[src/rtl/draw_sequencer.sv]
// draw_sequencer: runs drawing engines in order and muxes the active one onto the VGA plot port
module draw_sequencer #(
  parameter int N_ENG      = 2,
  parameter int GAP_CYCLES = 1,
  parameter int CNT_W      = 15
) (
  input  logic               clk,
  input  logic               rst,
  input  logic               go,
  input  logic [N_ENG-1:0]   eng_done,
  input  logic [8*N_ENG-1:0] eng_x,
  input  logic [7*N_ENG-1:0] eng_y,
  input  logic [3*N_ENG-1:0] eng_colour,
  input  logic [N_ENG-1:0]   eng_plot,
  output logic [N_ENG-1:0]   eng_start,
  output logic [7:0]         vga_x,
  output logic [6:0]         vga_y,
  output logic [2:0]         vga_colour,
  output logic               vga_plot,
  output logic               busy,
  output logic               all_done,
  output logic [CNT_W-1:0]   plot_count
);
  localparam int IW = N_ENG > 1 ? $clog2(N_ENG) : 1;
  localparam int GW = GAP_CYCLES > 1 ? $clog2(GAP_CYCLES + 1) : 1;
  typedef enum logic [1:0] {IDLE, RUN, GAP, DONE} state_t;
  state_t state_q, state_d;
  logic [IW-1:0] idx_q, idx_d;
  logic [GW-1:0] gap_q, gap_d;
  logic [CNT_W-1:0] cnt_q, cnt_d;
  logic [7:0] x_q;
  logic [6:0] y_q;
  logic [2:0] col_q;
  logic run;
  logic [7:0] sel_x;
  logic [6:0] sel_y;
  logic [2:0] sel_col;
  assign run        = !rst && state_q == RUN;
  assign sel_x      = eng_x[8*idx_q +: 8];
  assign sel_y      = eng_y[7*idx_q +: 7];
  assign sel_col    = eng_colour[3*idx_q +: 3];
  assign vga_x      = rst ? '0 : run ? sel_x : x_q;
  assign vga_y      = rst ? '0 : run ? sel_y : y_q;
  assign vga_colour = rst ? '0 : run ? sel_col : col_q;
  assign vga_plot   = run && eng_plot[idx_q];
  assign eng_start  = run ? N_ENG'(1) << idx_q : '0;
  assign busy       = !rst && (state_q == RUN || state_q == GAP);
  assign all_done   = !rst && state_q == DONE;
  assign plot_count = cnt_q;
  // Sequencing: walk engines in order with a fixed idle gap, then wait for go to drop
  always_comb begin
    state_d = state_q;
    idx_d   = idx_q;
    gap_d   = gap_q;
    cnt_d   = (vga_plot && cnt_q != {CNT_W{1'b1}}) ? cnt_q + 1'b1 : cnt_q;
    case (state_q)
      IDLE: if (go) begin
        state_d = RUN;
        idx_d   = '0;
        cnt_d   = '0;
      end
      RUN: if (eng_done[idx_q]) begin
        state_d = idx_q == IW'(N_ENG - 1) ? DONE : GAP;
        gap_d   = GW'(GAP_CYCLES - 1);
      end
      GAP: begin
        state_d = gap_q == '0 ? RUN : GAP;
        idx_d   = gap_q == '0 ? idx_q + 1'b1 : idx_q;
        gap_d   = gap_q == '0 ? gap_q : gap_q - 1'b1;
      end
      default: if (!go) state_d = IDLE;
    endcase
  end
  // State and counters; pixel registers remember the last active pixel so the bus never glitches to 0
  always_ff @(posedge clk) begin
    if (rst) begin
      state_q <= IDLE;
      idx_q   <= '0;
      gap_q   <= '0;
      cnt_q   <= '0;
      x_q     <= '0;
      y_q     <= '0;
      col_q   <= '0;
    end else begin
      state_q <= state_d;
      idx_q   <= idx_d;
      gap_q   <= gap_d;
      cnt_q   <= cnt_d;
      if (run) begin
        x_q   <= sel_x;
        y_q   <= sel_y;
        col_q <= sel_col;
      end
    end
  end
endmodule

[config.mk]
export PLATFORM = sky130hd
export DESIGN_NAME = draw_sequencer
export DESIGN_NICKNAME = d
export VERILOG_FILES = /design/src/rtl/draw_sequencer.sv
export SDC_FILE = /design/constraint.sdc
export NUM_CORES = 1
export LEC_CHECK = 0
export BUFFER_PORTS_ARGS = -buffer_cell sky130_fd_sc_hd__buf_2
export CAP_MARGIN = 20
export CELL_PAD_IN_SITES_DETAIL_PLACEMENT = 1
export CELL_PAD_IN_SITES_GLOBAL_PLACEMENT = 2
export CORE_MARGIN = 1
export CORE_UTILIZATION = 28
export DETAILED_ROUTE_END_ITERATION = 12
export PLACE_DENSITY = 0.88
export SYNTH_ARGS = -nofsm -noshare
export SYNTH_HDL_FRONTEND = slang
export SYNTH_SLANG_ARGS = --single-unit
export TNS_END_PERCENT = 100
[constraint.sdc]
create_clock -name clk -period 4.8 [get_ports clk]
set_clock_uncertainty 0.2 [all_clocks]
set_input_delay 0.72 -clock clk [delete_from_list [all_inputs] [get_ports clk]]
set_output_delay 0.72 -clock clk [all_outputs]
set_load 0.01 [all_outputs]
==> impl_metrics.ini <==
[outcome]
status = finished clean

[power]
clkPwrFrac = 0.326
p_leak_uw = 0.00105
combPwrFrac = 0.344
internal-power_uw = 777
ir_worst_vdd_v = 0.000173
power-per-cell-area_nw_per_um2 = 469
p_seq_frac = 0.330
p_switching_uw = 383
power_switching_share = 0.330

[placed_design]
place.gp.congestion = 0.786
dp_slack_ps = 1780
placed_area_um2 = 2320
portBuffers = 80
hpwl_mm = 3.71
place_inst = 359

[worst_setup_path]
startpoint_type = input pin
endpoint = vga_plot
crit_family = buffers and inverters
critPathBufInv = 3
r2r_end = plot_count[11]
path_common_cell = buf_2
r2r-start = state_q[1]
cp_cell_sequence = buf_2 > nand2b_1 > or2_2 > clkinv_1 > buf_2
slowest_delay_ps = 400
r2r_slack_ps = 2300
required_ps = 3880
cp-end-kind = primary output
r2r_cells = 7
critical_path_arrival_ps = 2120
startpoint = rst
path_class = in -> out
crit_cells = 5
cp_slowest_cell = buf_2
worstPathMaxFanout = 27

[floorplanning]
start_util = 0.291
num_rows = 29
core-area_um2 = 6390
die_h_um = 83.5
dieArea_um2 = 6970
top_level_ports = 81
dieWidth_um = 83.5

[synthesis]
ys_top_cells_by_count = dfxtp_1 (36), nor2_1 (29), mux2i_1 (23)
yosysWarningCount = 0
synth_most_common_cell = dfxtp_1
synthTopCellsByArea = dfxtp_1 (39%), mux2i_1 (12%), a211oi_1 (7.7%)
yosysTopAreaCellShare = 0.388
synth_cell_types = 36
syn_nets = 262
synth-seq-area-share = 0.388
synthArstFlopShare = 0
synth_top_area_cell = dfxtp_1
synth_flop_cell = dfxtp_1
postSynthCellCount = 213
synth-edff-count = 0
syn-mean-instance-area_um2 = 8.72
synth-seq-cells = 36
synth_area_um2 = 1860

[detailed_routing]
vias = 1869
routedWlPerCell_um = 13.8
via_per_inst = 5.09
drt_pre_antenna_iters = 4
drcViolationCount = 0
drt-total-wl_mm = 5.06
ant_nets = 0
drt_iter0_markers = 48

[clocking]
cts_made_buffers = 5
post_cts_resized = 0
ctsHoldBuffers = 0
cts_buffer_depth = 2
clock-sinks = 36
clk_pin_slew_worst_paths_ps = 70
root_buffer = clkbuf_8
cts_tree = built
htreeDepth = 2
cts_setup_buffers = 0
insertion_delay_ps = 290

[run]
cap_viol_max_count = 0

[global_routing]
track_usage = 0.147
grt_max_degree = 41
grt_pass1_wl_mm = 8.30
grt_pass1_vias = 1828
grt_antenna_before_repair = 0
grt_overflow_total = 0

[timing]
fmax_mhz = 329
setup_ws_ps = 1760
drv_slew = 0
tightest_slew_ps = 723
setup_tns_ps = 0
max_slew_margin = 0.518
holdWs_ps = 298
post-route-period-util = 0.633
post-route-min-period_ps = 3040
rsz0062_at_grt = no
hold_violations = 0
setup_viol = 0

[layout]
n_antenna_cell = 0
fin_nets = 338
regArea_um2 = 721
multi_input_area_um2 = 1050
syn2layout_area_growth_pct = 33.3
fin_cells = 367
final_cell_area_um2 = 2480
drive_gt1_frac = 0.321
fill_cells = 806

[min_path]
worstHoldPathType = reg -> reg
## routing by layer
layer / global-route usage / vias up / routed length (um)
met5: 0 / - / 0
met2: 0.232 / 69 / 2170
li1: - / 947 / -
met4: 0.0508 / 0 / 53
met1: 0.192 / 848 / 2490
met3: 0.0415 / 5 / 343
## final cells by class
| type | count | share of cell area |
|---|---|---|
| clock buffer | 5 | 0.0278 |
| inverter | 8 | 0.0121 |
| sequential | 36 | 0.291 |
| multi-input combinational | 155 | 0.423 |
| clock inverter | 3 | 0.0364 |
| timing repair buffer | 83 | 0.171 |
| tap | 77 | 0.0389 |
## per-stage QoR
step,total power [uW],util
floorplan,663,-
global route,1240,0.388
global placement,785,0.363
detailed placement,793,0.363
CTS,1170,0.388
finish,1160,0.388
## tightest hold or removal path, cell delays in order (launching register included)
cell      delay (ps)
dfxtp_1          300
nor2_1            90
a211oi_1          60
## cell families (layout without fill, tap and decap cells)
family,count (synthesis),count (layout),synth area share
simple gates,74,74,0.205
buf+inv,22,99,0.0485
compound gates,52,52,0.195
flops,36,36,0.388
fa+ha+maj,6,6,0.0404
mux,23,23,0.124
## cells in the final DEF, fill, tap and decap left out, drive strengths merged, types with 2 or more instances in the layout
cell and n:
and3 3, a21oi 11, nand4b 2, o31ai 3
o41ai 2, nor2 29, mux2i 23, a31oi 4
o21ai 5, clkbuf 5, ha 6, nand2b 4
nand2 9, or3 3, nor2b 2, or4 4
a211oi 19, nand4 7, nand3 4, a41o 3
dfxtp 36, inv 7, buf 83, bufinv 3
nor4 3
## flip-flops by register name, summed over array words and instances, names as in the netlist
register,flops
idx_q,1
y_q,7
x_q,8
state_q,2
col_q,3
plot_count,15
## worst min-delay path by stage
stage	cells past startpoint	endpoint	from	slack [ps]
2_1_floorplan	1	plot_count[6]	plot_count[6]	310
3_3_place_gp	2	col_q[0]	col_q[0]	290
5_1_grt	2	col_q[2]	col_q[2]	330
3_5_place_dp	2	x_q[5]	x_q[5]	290
6_report	2	col_q[2]	col_q[2]	300
4_1_cts	2	col_q[2]	col_q[2]	310
## power by group through the flow
stage               registers, uW  clock network [uW]  logic [uW]
floorplan                     385                   0         278
global placement              388                   0         396
detailed placement            391                   0         402
CTS                           384                 386         405
global route                  390                 396         452
finish                        383                 378         400
Power figures use the tool's default switching activity.
